===== src/rtl/vram_port_arbiter_pkg.sv =====
// Shared types for the VRAM port arbiter: read-return tags, arbiter FSM states
// and the word/strobe widths of the VRAM data bus.
package vram_arb_pkg;

   typedef enum logic [1:0] {
      TAG_NONE,
      TAG_AXI,
      TAG_VID
   } arb_tag_t;

   typedef enum logic [1:0] {
      IDLE,
      RD_WAIT,
      HOLD
   } arb_state_t;

   localparam int WORD_W = 32;
   localparam int STRB_W = 4;

   // One slot of the read-return pipe: who owns the read and whether the
   // address was valid (out-of-range reads return zero instead of BRAM data).
   typedef struct packed {
      arb_tag_t tag;
      logic     in_range;
   } tag_ent_t;

endpackage


===== src/rtl/vram_port_arbiter_if.sv =====
// Bundles the AXI-side, video-side and BRAM-side signals of the VRAM arbiter.
// master = requesters + BRAM environment, slave = the arbiter itself.
interface vram_port_arbiter_if
   import vram_arb_pkg::*;
#(
   parameter int ADDR_W = 10
);
   logic                axi_req;
   logic                axi_we;
   logic [ADDR_W-1:0]   axi_addr;
   logic [WORD_W-1:0]   axi_wdata;
   logic [STRB_W-1:0]   axi_wstrb;
   logic                axi_ack;
   logic [WORD_W-1:0]   axi_rdata;
   logic                axi_rvalid;

   logic                vid_req;
   logic [ADDR_W-1:0]   vid_addr;
   logic [WORD_W-1:0]   vid_rdata;
   logic                vid_rvalid;
   logic                vid_drop;

   logic                bram_en;
   logic [STRB_W-1:0]   bram_we;
   logic [ADDR_W-1:0]   bram_addr;
   logic [WORD_W-1:0]   bram_din;
   logic [WORD_W-1:0]   bram_dout;

   modport master (
      output axi_req, axi_we, axi_addr, axi_wdata, axi_wstrb,
      input  axi_ack, axi_rdata, axi_rvalid,
      output vid_req, vid_addr,
      input  vid_rdata, vid_rvalid, vid_drop,
      input  bram_en, bram_we, bram_addr, bram_din,
      output bram_dout
   );

   modport slave (
      input  axi_req, axi_we, axi_addr, axi_wdata, axi_wstrb,
      output axi_ack, axi_rdata, axi_rvalid,
      input  vid_req, vid_addr,
      output vid_rdata, vid_rvalid, vid_drop,
      output bram_en, bram_we, bram_addr, bram_din,
      input  bram_dout
   );

endinterface


===== src/rtl/vram_rd_tag_pipe.sv =====
// READ_LAT-deep shift register that follows each BRAM read so its data can be
// steered to the right requester when it emerges. Synchronous flush on rst.
module vram_rd_tag_pipe
   import vram_arb_pkg::*;
#(
   parameter int READ_LAT = 2
) (
   input  logic     clk,
   input  logic     rst,
   input  tag_ent_t push,
   output tag_ent_t pop
);

   tag_ent_t pipe_q [READ_LAT];
   tag_ent_t pipe_d [READ_LAT];

   always_comb begin
      pipe_d[0] = push;
      for (int i = 1; i < READ_LAT; i++) begin
         pipe_d[i] = pipe_q[i-1];
      end
   end

   always_ff @(posedge clk) begin
      if (rst) begin
         for (int i = 0; i < READ_LAT; i++) begin
            pipe_q[i] <= '{tag: TAG_NONE, in_range: 1'b0};
         end
      end else begin
         pipe_q <= pipe_d;
      end
   end

   assign pop = pipe_q[READ_LAT-1];

endmodule


===== src/rtl/vram_port_arbiter.sv =====
// Single-port VRAM arbiter: video fetch has priority, AXI accesses serialised.
// Optional starvation guard for AXI enabled by defining VRAM_ARB_STARVE_GUARD_EN.
module vram_port_arbiter
   import vram_arb_pkg::*;
#(
   parameter int ADDR_W   = 10,
   parameter int DEPTH    = 600,
   parameter int READ_LAT = 2,
   parameter int MAX_WAIT = 16
) (
   input  logic          axi_aclk,
   input  logic          reset,
   vram_port_arbiter_if.slave bus
);

   localparam logic [ADDR_W:0] DEPTH_C = (ADDR_W + 1)'(DEPTH);

   arb_state_t        state_q, state_d;
   tag_ent_t          push, pop;
   logic              vid_gnt, axi_gnt, guard_hit;
   logic              vid_ok, axi_ok;
   logic              axi_rv, vid_rv;
   logic [WORD_W-1:0] exit_data;
   logic [WORD_W-1:0] axi_rdata_q, axi_rdata_d;
   logic [WORD_W-1:0] vid_rdata_q, vid_rdata_d;

   assign vid_ok = ({1'b0, bus.vid_addr} < DEPTH_C);
   assign axi_ok = ({1'b0, bus.axi_addr} < DEPTH_C);

`ifdef VRAM_ARB_STARVE_GUARD_EN
   localparam int WAIT_W = $clog2(MAX_WAIT + 1);
   localparam logic [WAIT_W-1:0] MAX_WAIT_C = WAIT_W'(MAX_WAIT);

   logic [WAIT_W-1:0] wait_q, wait_d;

   assign guard_hit = (wait_q == MAX_WAIT_C) && (state_q == IDLE);

   // Saturates so a threshold reached outside IDLE still fires once IDLE returns.
   always_comb begin
      wait_d = wait_q;
      if (axi_gnt) begin
         wait_d = '0;
      end else if (bus.axi_req && (wait_q != MAX_WAIT_C)) begin
         wait_d = wait_q + WAIT_W'(1);
      end
   end

   always_ff @(posedge axi_aclk) begin
      if (reset) begin
         wait_q <= '0;
      end else begin
         wait_q <= wait_d;
      end
   end
`else
   assign guard_hit = 1'b0;
`endif

   always_comb begin
      vid_gnt      = 1'b0;
      axi_gnt      = 1'b0;
      bus.vid_drop = 1'b0;
      if (!reset) begin
         if (bus.axi_req && guard_hit) begin
            axi_gnt      = 1'b1;
            bus.vid_drop = bus.vid_req;
         end else if (bus.vid_req) begin
            vid_gnt = 1'b1;
         end else if (bus.axi_req && (state_q == IDLE)) begin
            axi_gnt = 1'b1;
         end
      end
   end

   always_comb begin
      bus.bram_en   = 1'b0;
      bus.bram_we   = '0;
      bus.bram_addr = '0;
      bus.bram_din  = '0;
      bus.axi_ack   = axi_gnt;
      push          = '{tag: TAG_NONE, in_range: 1'b0};
      if (vid_gnt) begin
         bus.bram_en   = vid_ok;
         bus.bram_addr = bus.vid_addr;
         push          = '{tag: TAG_VID, in_range: vid_ok};
      end else if (axi_gnt) begin
         bus.bram_en   = axi_ok;
         bus.bram_addr = bus.axi_addr;
         if (bus.axi_we) begin
            bus.bram_we  = axi_ok ? bus.axi_wstrb : '0;
            bus.bram_din = bus.axi_wdata;
         end else begin
            push = '{tag: TAG_AXI, in_range: axi_ok};
         end
      end
   end

   always_comb begin
      state_d = state_q;
      case (state_q)
         IDLE: begin
            if (axi_gnt) begin
               state_d = bus.axi_we ? HOLD : RD_WAIT;
            end
         end
         RD_WAIT: begin
            if (pop.tag == TAG_AXI) begin
               state_d = HOLD;
            end
         end
         HOLD:    state_d = IDLE;
         default: state_d = IDLE;
      endcase
   end

   always_ff @(posedge axi_aclk) begin
      if (reset) begin
         state_q <= IDLE;
      end else begin
         state_q <= state_d;
      end
   end

   vram_rd_tag_pipe #(
      .READ_LAT (READ_LAT)
   ) u_tag_pipe (
      .clk  (axi_aclk),
      .rst  (reset),
      .push (push),
      .pop  (pop)
   );

   // Read return: data is live on the exit cycle, then held until the next pulse.
   always_comb begin
      exit_data   = pop.in_range ? bus.bram_dout : '0;
      axi_rv      = !reset && (pop.tag == TAG_AXI);
      vid_rv      = !reset && (pop.tag == TAG_VID);
      axi_rdata_d = axi_rv ? exit_data : axi_rdata_q;
      vid_rdata_d = vid_rv ? exit_data : vid_rdata_q;
   end

   assign bus.axi_rvalid = axi_rv;
   assign bus.vid_rvalid = vid_rv;
   assign bus.axi_rdata  = reset ? '0 : axi_rdata_d;
   assign bus.vid_rdata  = reset ? '0 : vid_rdata_d;

   always_ff @(posedge axi_aclk) begin
      if (reset) begin
         axi_rdata_q <= '0;
         vid_rdata_q <= '0;
      end else begin
         axi_rdata_q <= axi_rdata_d;
         vid_rdata_q <= vid_rdata_d;
      end
   end

endmodule

===== src/flat_wrapper.sv =====
// flat-port wrapper written by rule: the top's interface ports become plain ports
module vram_port_arbiter_flat import vram_arb_pkg::*;
#(
   parameter int ADDR_W   = 10,
   parameter int DEPTH    = 600,
   parameter int READ_LAT = 2,
   parameter int MAX_WAIT = 16
)
  (axi_aclk, reset, bus_axi_req, bus_axi_we, bus_axi_addr, bus_axi_wdata, bus_axi_wstrb, bus_axi_ack, bus_axi_rdata, bus_axi_rvalid, bus_vid_req, bus_vid_addr, bus_vid_rdata, bus_vid_rvalid, bus_vid_drop, bus_bram_en, bus_bram_we, bus_bram_addr, bus_bram_din, bus_bram_dout);
  vram_port_arbiter_if #(.ADDR_W(ADDR_W)) bus_i ();
  input  logic axi_aclk;
  input  logic reset;
  input wire logic [$bits(bus_i.axi_req)-1:0] bus_axi_req;
  input wire logic [$bits(bus_i.axi_we)-1:0] bus_axi_we;
  input wire logic [$bits(bus_i.axi_addr)-1:0] bus_axi_addr;
  input wire logic [$bits(bus_i.axi_wdata)-1:0] bus_axi_wdata;
  input wire logic [$bits(bus_i.axi_wstrb)-1:0] bus_axi_wstrb;
  output wire logic [$bits(bus_i.axi_ack)-1:0] bus_axi_ack;
  output wire logic [$bits(bus_i.axi_rdata)-1:0] bus_axi_rdata;
  output wire logic [$bits(bus_i.axi_rvalid)-1:0] bus_axi_rvalid;
  input wire logic [$bits(bus_i.vid_req)-1:0] bus_vid_req;
  input wire logic [$bits(bus_i.vid_addr)-1:0] bus_vid_addr;
  output wire logic [$bits(bus_i.vid_rdata)-1:0] bus_vid_rdata;
  output wire logic [$bits(bus_i.vid_rvalid)-1:0] bus_vid_rvalid;
  output wire logic [$bits(bus_i.vid_drop)-1:0] bus_vid_drop;
  output wire logic [$bits(bus_i.bram_en)-1:0] bus_bram_en;
  output wire logic [$bits(bus_i.bram_we)-1:0] bus_bram_we;
  output wire logic [$bits(bus_i.bram_addr)-1:0] bus_bram_addr;
  output wire logic [$bits(bus_i.bram_din)-1:0] bus_bram_din;
  input wire logic [$bits(bus_i.bram_dout)-1:0] bus_bram_dout;
  assign bus_i.axi_req = bus_axi_req;
  assign bus_i.axi_we = bus_axi_we;
  assign bus_i.axi_addr = bus_axi_addr;
  assign bus_i.axi_wdata = bus_axi_wdata;
  assign bus_i.axi_wstrb = bus_axi_wstrb;
  assign bus_axi_ack = bus_i.axi_ack;
  assign bus_axi_rdata = bus_i.axi_rdata;
  assign bus_axi_rvalid = bus_i.axi_rvalid;
  assign bus_i.vid_req = bus_vid_req;
  assign bus_i.vid_addr = bus_vid_addr;
  assign bus_vid_rdata = bus_i.vid_rdata;
  assign bus_vid_rvalid = bus_i.vid_rvalid;
  assign bus_vid_drop = bus_i.vid_drop;
  assign bus_bram_en = bus_i.bram_en;
  assign bus_bram_we = bus_i.bram_we;
  assign bus_bram_addr = bus_i.bram_addr;
  assign bus_bram_din = bus_i.bram_din;
  assign bus_i.bram_dout = bus_bram_dout;
  vram_port_arbiter #(.ADDR_W(ADDR_W), .DEPTH(DEPTH), .READ_LAT(READ_LAT), .MAX_WAIT(MAX_WAIT)) u_core (.axi_aclk(axi_aclk), .reset(reset), .bus(bus_i));
endmodule

===== config.mk =====
export PLATFORM = sky130hd
export DESIGN_NAME = vram_port_arbiter_flat
export DESIGN_NICKNAME = d
export VERILOG_FILES = /design/src/rtl/vram_port_arbiter_pkg.sv /design/src/rtl/vram_port_arbiter_if.sv /design/src/rtl/vram_rd_tag_pipe.sv /design/src/rtl/vram_port_arbiter.sv /design/src/flat_wrapper.sv
export SDC_FILE = /design/constraint.sdc
export NUM_CORES = 1
export LEC_CHECK = 0
export ABC_AREA = 1
export CAP_MARGIN = 15
export CORE_MARGIN = 2
export CORE_UTILIZATION = 40
export DETAILED_ROUTE_END_ITERATION = 6
export GPL_TIMING_DRIVEN = 1
export MAX_ROUTING_LAYER = met4
export PLACE_DENSITY = 0.86
export SLEW_MARGIN = 20
export SYNTH_ARGS = -nofsm -noshare
export SYNTH_HDL_FRONTEND = slang
export SYNTH_HIERARCHICAL = 1
export SYNTH_SLANG_ARGS = --single-unit

===== constraint.sdc =====
create_clock -name axi_aclk -period 3.75 [get_ports axi_aclk]
set_clock_uncertainty 0.1 [all_clocks]
set_input_delay 0.9375 -clock axi_aclk [delete_from_list [all_inputs] [get_ports axi_aclk]]
set_output_delay 0.9375 -clock axi_aclk [all_outputs]
set_load 0.02 [all_outputs]

==> summary.md, run 1 <==
| Metric | Value |
|---|---|
| Main area contributors after synthesis | dfxtp_1 (42%), nand2_1 (13%), nor2_1 (7.0%) |
| Critical Path Max Stage Delay | 0.63 ns |
| Share of layout cells above drive strength 1 | 13.6% |
| Max-capacitance violation count | 0 |
| Remaining DRCs | 0 |
| Top delay family on crit path | buffers and inverters |
| Worst Path Buf+Inv | 5 |
| Power share of the combinational group | 15.6% |
| Yosys cell types | 29 |
| Critical Path Fanout Max | 30 |
| Pwr/cell area | 336 nW/um2 |
| Clock share of power | 44.1% |
| Status | completed |
| Total Power | 1.95 mW |
| Layout Nets | 748 |
| Sw Ratio | 22.2% |
| Slew Viols, Final | 0 |
| Syn nets | 546 |
| Finished Layout Cells | 765 |
| Via/cell ratio | 4.89 |
| Final core occ | 70.5% |
| Die ar. | 9240 um2 |
| Min cycle time layout | 3.68 ns |
| Worst VDD drop | 213 uV |
| Pre-antenna DRT Iters | 5 |
| Worst-path cell chain | clkdlybuf4s50_1 > inv_1 > nand2_1 > nor2_4 > inv_2 > buf_12 > nor2_1 > clkdlybuf4s50_1 |
| Final Worst Setup Slack | 0.0698 ns |
| Placed cells | 749 |
| Die height | 96.1 um |
| Pre-CTS setup slack | -0.0329 ns |
| Root Buffer | clkbuf_8 |
| Rel. slew slack | 60.4% |
| Reg2reg start | u_core/u_tag_pipe/pop[1]$_SDFF_PP0_ |
| Ys flop type | dfxtp_1 |
| Worst endpoint data arrival time | 2.64 ns |
| First-pass GRT wire length | 17000 um |
| ANT nets after route | 0 |
| WS Path Type | input pin to output port |
| Synth Area per Inst | 7.49 um2 |
| # fillers | 663 |
| Crit-path most repeated cell | clkdlybuf4s50_1 |
| Initial Util | 41.3% |
| Synth cell count leaders | nand2_1 (120), dfxtp_1 (72), nor2_1 (63) |
| Slowest cell on the critical path | clkdlybuf4s50_1 |
| Required @ worst endpoint | 2.71 ns |
| CP Launch Type | input pin |
| Final setup viols | 0 |
| Yosys Warn Count | 6 |
| CTS buffer count | 9 |
| Tcrit/Tclk final | 98.1% |
| Int Power | 1.52 mW |
| HPWL after detailed placement | 8480 um |
| Most frequent cell after synthesis | nand2_1 |
| Ant. Diodes | 0 |
| Port Buf Inserts | 206 |
| Setup TNS | 0 ns |
| P&R area growth vs syn | 70.8% |
| Initial antenna violation count | 0 |
| Wire length per cell | 15.0 um |
| Leak | 2.47 nW |
| Actual slew at the worst max-slew pin | 0.593 ns |
| Design Area, Final | 5790 um2 |
| Final hold vios | 0 |
| GRT overflow | 0 |
| CTS tree | done |
| Core Footprint | 8220 um2 |
| Tot GR Track Use | 24.5% |
| CP endpoint kind | output port |
| Crit path from | bus_vid_req |
| Vias in the first global route | 3691 |
| Post-synthesis cell area | 3390 um2 |
| Post-synthesis cell count | 453 |
| Async set or reset register ratio after synthesis | 0% |
| Share of the synthesized area in the top cell type | 42.5% |
| Clock latency on the worst-skew pair | 0.33 ns |
| Number of synthesized flops with an enable pin | 0 |
| Fmax | 272 MHz |
| Net switching power | 433 uW |
| Hold Crit Class | flop to flop |
| Clk slew on worst S/H paths | 0.07 ns |
| Clock buffer depth | 2 |
| Row Count | 33 |
| Routability Congestion | 1.02 |
| Dpl cell area | 5490 um2 |
| Hold WS | 0.303 ns |
| Post-synthesis sequential element count | 72 |
| Io pins | 208 |
| Part of the power in registers | 40.2% |
| Drt initial violations | 136 |
| Sequential-to-total area share from yosys stat | 42.5% |
| Worst hold start | u_core/u_tag_pipe/pipe_d[0]$_SDFF_PP0_ |
| Largest net degree at the start of global routing | 43 |
| Post-Route WL | 11500 um |
| H-tree levels | 3 |
| Largest area contributor in the netlist | dfxtp_1 |
| DR vias | 3741 |
| Die Wd | 96.1 um |
| Sink Count | 72 |
layout by cell type, fill, tap and decap left out, drive strengths merged, types with 4 or more instances in the layout:
cell type      Yosys  layout
nor3               4       4
o21ai             43      43
a211oi            14      14
bufinv             0       5
clkdlybuf4s50      0     191
buf               28      16
o211ai            11      11
dlymetal6s2s       0      11
inv               43      43
nor2              77      77
nand3             19      19
dfxtp             72      72
a21oi              9       9
nand2            124     124
clkbuf             2      10
power groups by stage:
| stage | Clock (mW) | Sequential, mW | Combinational, mW |
|---|---|---|---|
| after CTS | 0.870 | 0.784 | 0.305 |
| after floorplan | 0 | 0.800 | 0.130 |
| after detailed placement | 0 | 0.801 | 0.304 |
| after global placement | 0 | 0.800 | 0.300 |
| final | 0.860 | 0.784 | 0.304 |
| after global routing | 0.906 | 0.784 | 0.326 |
final timing paths:
path | endpoint | slack (ns) | cells after the start
setup / recovery | bus_bram_din[24] | 0.07 | 8
hold / removal | u_core/u_tag_pipe/pop[0]$_SDFF_PP0_ | 0.30 | 2
setup reg to reg | u_core/state_q[0]$_SDFFE_PP0P_ | 1.78 | 6
hold reg to reg | u_core/u_tag_pipe/pop[0]$_SDFF_PP0_ | 0.30 | 2
what timing repair did:
| action | 4_1_cts | 5_1_grt |
|---|---|---|
| endpoints found under the setup margin | 3 | 12 |
| hold buffers | 0 | 0 |
| pin swaps | 0 | 0 |
| setup buffers | 0 | 0 |
| resized for setup | 3 | 12 |
tightest hold or removal path: stages, from the launching register on:
cell and delay (ns):
dfxtp_1 0.30, inv_1 0.04, nor2_1 0.03
cell families (layout without fill, tap and decap cells):
family	after synthesis	count (layout)	synth area share [%]
compound gates	79	79	16.7
buf+inv	74	281	11.6
simple gates	227	227	29.1
flops	72	72	42.5
other cells	1	1	0.111
per-layer routing:
metal	vias up	GRT usage (%)	part of all wire, %
met1	1730	25.1	38
met5	-	-	0
met4	0	7.14	1.2
met2	160	45.1	53
met3	11	7.05	8.1
li1	1840	-	-
state kept, by name, indices dropped and copies added (netlist names):
register,count
u_core/u_tag_pipe/pipe_d,3
u_core/axi_rdata_q,32
u_core/u_tag_pipe/pop,3
u_core/vid_rdata_q,32
u_core/state_q,2
layout make-up:
| cell class | count | area (um2) | share of cell area (%) |
|---|---|---|---|
| tap | 105 | 131 | 2.27 |
| inverter | 44 | 174 | 3.00 |
| sequential | 72 | 1440 | 24.9 |
| timing repair buffer | 221 | 2210 | 38.1 |
| clock inverter | 6 | 155 | 2.68 |
| multi-input combinational | 307 | 1560 | 26.9 |
| clock buffer | 10 | 128 | 2.20 |
No activity file was read; power rests on OpenSTA's default activity.
==> run 2: changes to the inputs <==
CORE_MARGIN = not set   (was 2)
GPL_TIMING_DRIVEN = not set   (was 1)
==> run 2 against run 1 <==
- combinational power is essentially flat
- wire length shrank 5.9%
- via count shrank 0.70%
- hold slack gained 0.0013 ns
- cell area is essentially flat
- non-clock buffer count is the same
- total power shrank 11%
- final cell count shrank 0.13%
- sequential cell count is the same
- global-route usage grew 0.79 points
- sequential power is essentially flat
==> summary.md, run 2 (synthesized netlist as in run 1, its figures left out) <==
| Metric | Value |
|---|---|
| Layout Nets | 748 (unchanged) |
| Core Footprint | 8220 um2 (unchanged) |
| First-pass GRT wire length | 17000 um (-0.29%) |
| Largest regs | u_core/axi_rdata_q x32, u_core/vid_rdata_q x32 |
| Port Buf Inserts | 206 (unchanged) |
| Max-capacitance violation count | 0 (unchanged) |
| Design Area, Final | 5790 um2 (about the same) |
| Final setup viols | 0 (unchanged) |
| Storage cell area | 1440 um2 (unchanged) |
| Pre-antenna DRT Iters | 4 (-1) |
| Worst endpoint data arrival time | 2.62 ns (-0.02 ns) |
| Pwr/cell area | 299 nW/um2 (-11%) |
| CP endpoint kind | output port |
| Wire length per cell | 14.1 um (-5.8%) |
| Commonest cells after routing, fill and taps aside | clkdlybuf4s50_1 (170), nand2_1 (120), dfxtp_1 (72) |
| HPWL after detailed placement | 8070 um (-4.8%) |
| Row Count | 33 (unchanged) |
| DR vias | 3715 (-0.70%) |
| Min cycle time layout | 3.66 ns (-0.0202 ns) |
| Clk slew on worst S/H paths | 0.07 ns (about the same) |
| Largest net degree at the start of global routing | 43 (unchanged) |
| CTS tree | done |
| WS Path Type | input pin to output port |
| Fmax | 273 MHz (+0.55%) |
| Die Wd | 94.1 um (-2.1%) |
| Hold Crit Class | flop to flop |
| # fillers | 611 (-7.8%) |
| Die height | 94.1 um (-2.1%) |
| Root Buffer | clkbuf_8 |
| Status | completed |
| H-tree levels | 3 (unchanged) |
| Clock buffer depth | 2 (unchanged) |
| Tcrit/Tclk final | 97.6% (-0.54 points) |
| Most common cell after layout, fill and taps aside | clkdlybuf4s50_1 |
| Placed cells | 749 (unchanged) |
| Multi-input logic area | 1560 um2 (unchanged) |
| Ant. Diodes | 0 (unchanged) |
| Unrepaired setup endpoints after global routing | no |
| GRT overflow | 0 (unchanged) |
| Leak | 2.80 nW (+14%) |
| Setup TNS | 0 ns (unchanged) |
| Routability Congestion | 0.969 (-5.2%) |
| Clock latency on the worst-skew pair | 0.34 ns (about the same) |
| Share of layout cells above drive strength 1 | 13.7% (+0.021 points) |
| Slew Viols, Final | 0 (unchanged) |
| Final core occ | 70.5% (about the same) |
| Sink Count | 72 (unchanged) |
| Die ar. | 8860 um2 (-4.1%) |
| CP Launch Type | input pin |
| Dpl cell area | 5510 um2 (+0.46%) |
| Required @ worst endpoint | 2.71 ns (about the same) |
| Via/cell ratio | 4.86 (-0.57%) |
| Worst VDD drop | 153 uV (-28%) |
| CTS buffer count | 9 (unchanged) |
| Drt initial violations | 119 (-13%) |
| P&R area growth vs syn | 70.7% (about the same) |
| Finished Layout Cells | 764 (-0.13%) |
| Initial antenna violation count | 0 (unchanged) |
| ANT nets after route | 0 (unchanged) |
| Tot GR Track Use | 25.3% (+0.79 points) |
| Vias in the first global route | 3712 (+0.57%) |
| Critical Path Fanout Max | 6 (-80%) |
| Initial Util | 41.3% (unchanged) |
| Remaining DRCs | 0 (unchanged) |
| Post-CTS Setup Bufs | 0 (unchanged) |
| Io pins | 208 (unchanged) |
| Post-Route WL | 10800 um (-5.9%) |
| Hold Crit Depth | 2 (unchanged) |
| Worst r2r path cells | 5 (-1) |
| Final hold vios | 0 (unchanged) |
run 2: cell types whose count changed in the layout (fill, tap and decap cells not counted), moves of 2 or more:
cell             change
dlymetal6s2s_1      +20
buf_4                -2
clkdlybuf4s50_1     -21
clkinvlp_4           +2
bufinv_16            -3
buf_12               +2
run 2: layout make-up:
cell class,count,share of cell area [%]
sequential,72,24.9
inverter,44,2.96
clock buffer,9,2.14
multi-input combinational,307,26.9
tap,105,2.27
clock inverter,6,1.47
timing repair buffer,221,39.4
run 2: repair_timing:
| action | CTS | global route |
|---|---|---|
| endpoints found under the setup margin | 4 | 31 |
| hold buffers | 0 | 0 |
| pin swaps | 0 | 0 |
| endpoints found under the hold margin | 0 | 0 |
| gates resized for setup | 4 | 31 |
run 2: path summary, 6_finish.rpt:
check                                         start                             endpoint  slack, ns
min reg2reg  u_core/u_tag_pipe/pipe_d[0]$_SDFF_PP0_  u_core/u_tag_pipe/pop[0]$_SDFF_PP0_       0.30
min          u_core/u_tag_pipe/pipe_d[0]$_SDFF_PP0_  u_core/u_tag_pipe/pop[0]$_SDFF_PP0_       0.30
max                                     bus_vid_req                     bus_bram_addr[8]       0.09
max reg2reg     u_core/u_tag_pipe/pop[2]$_SDFF_PP0_       u_core/axi_rdata_q[22]$_DFF_P_       2.22
run 2: power by group:
group,switching [mW],total (mW),internal (mW)
registers,0.00536,0.784,0.779
logic,0.142,0.303,0.161
clock network,0.279,0.647,0.368
run 2: through the flow:
| step | hold WS (ns) | power, mW | worst slack [ns] |
|---|---|---|---|
| after detailed placement | 0.293 | 1.11 | -0.0441 |
| final | 0.304 | 1.73 | 0.0900 |
| after global routing | 0.330 | 1.81 | 0.00713 |
| after CTS | 0.302 | 1.75 | 0.00250 |
| after floorplan | 0.288 | 0.930 | 0.796 |
| after global placement | 0.289 | 1.10 | 0.0265 |
run 2: per-layer routing:
layer  up-vias  track usage [%]  part of all wire [%]
li1       1847                -                     -
met1      1691             26.5                    38
met2       150             46.2                    53
met3        27             4.77                   6.5
met4         0             10.8                   2.6
met5         -                -                     0
run 2: critical path: stages:
cell and delay, ns:
clkdlybuf4s50_1 0.46, inv_1 0.07, nand2_1 0.09, nor2_4 0.16, buf_4 0.16, nand2_1 0.05, nand2_1 0.07, clkdlybuf4s50_1 0.61
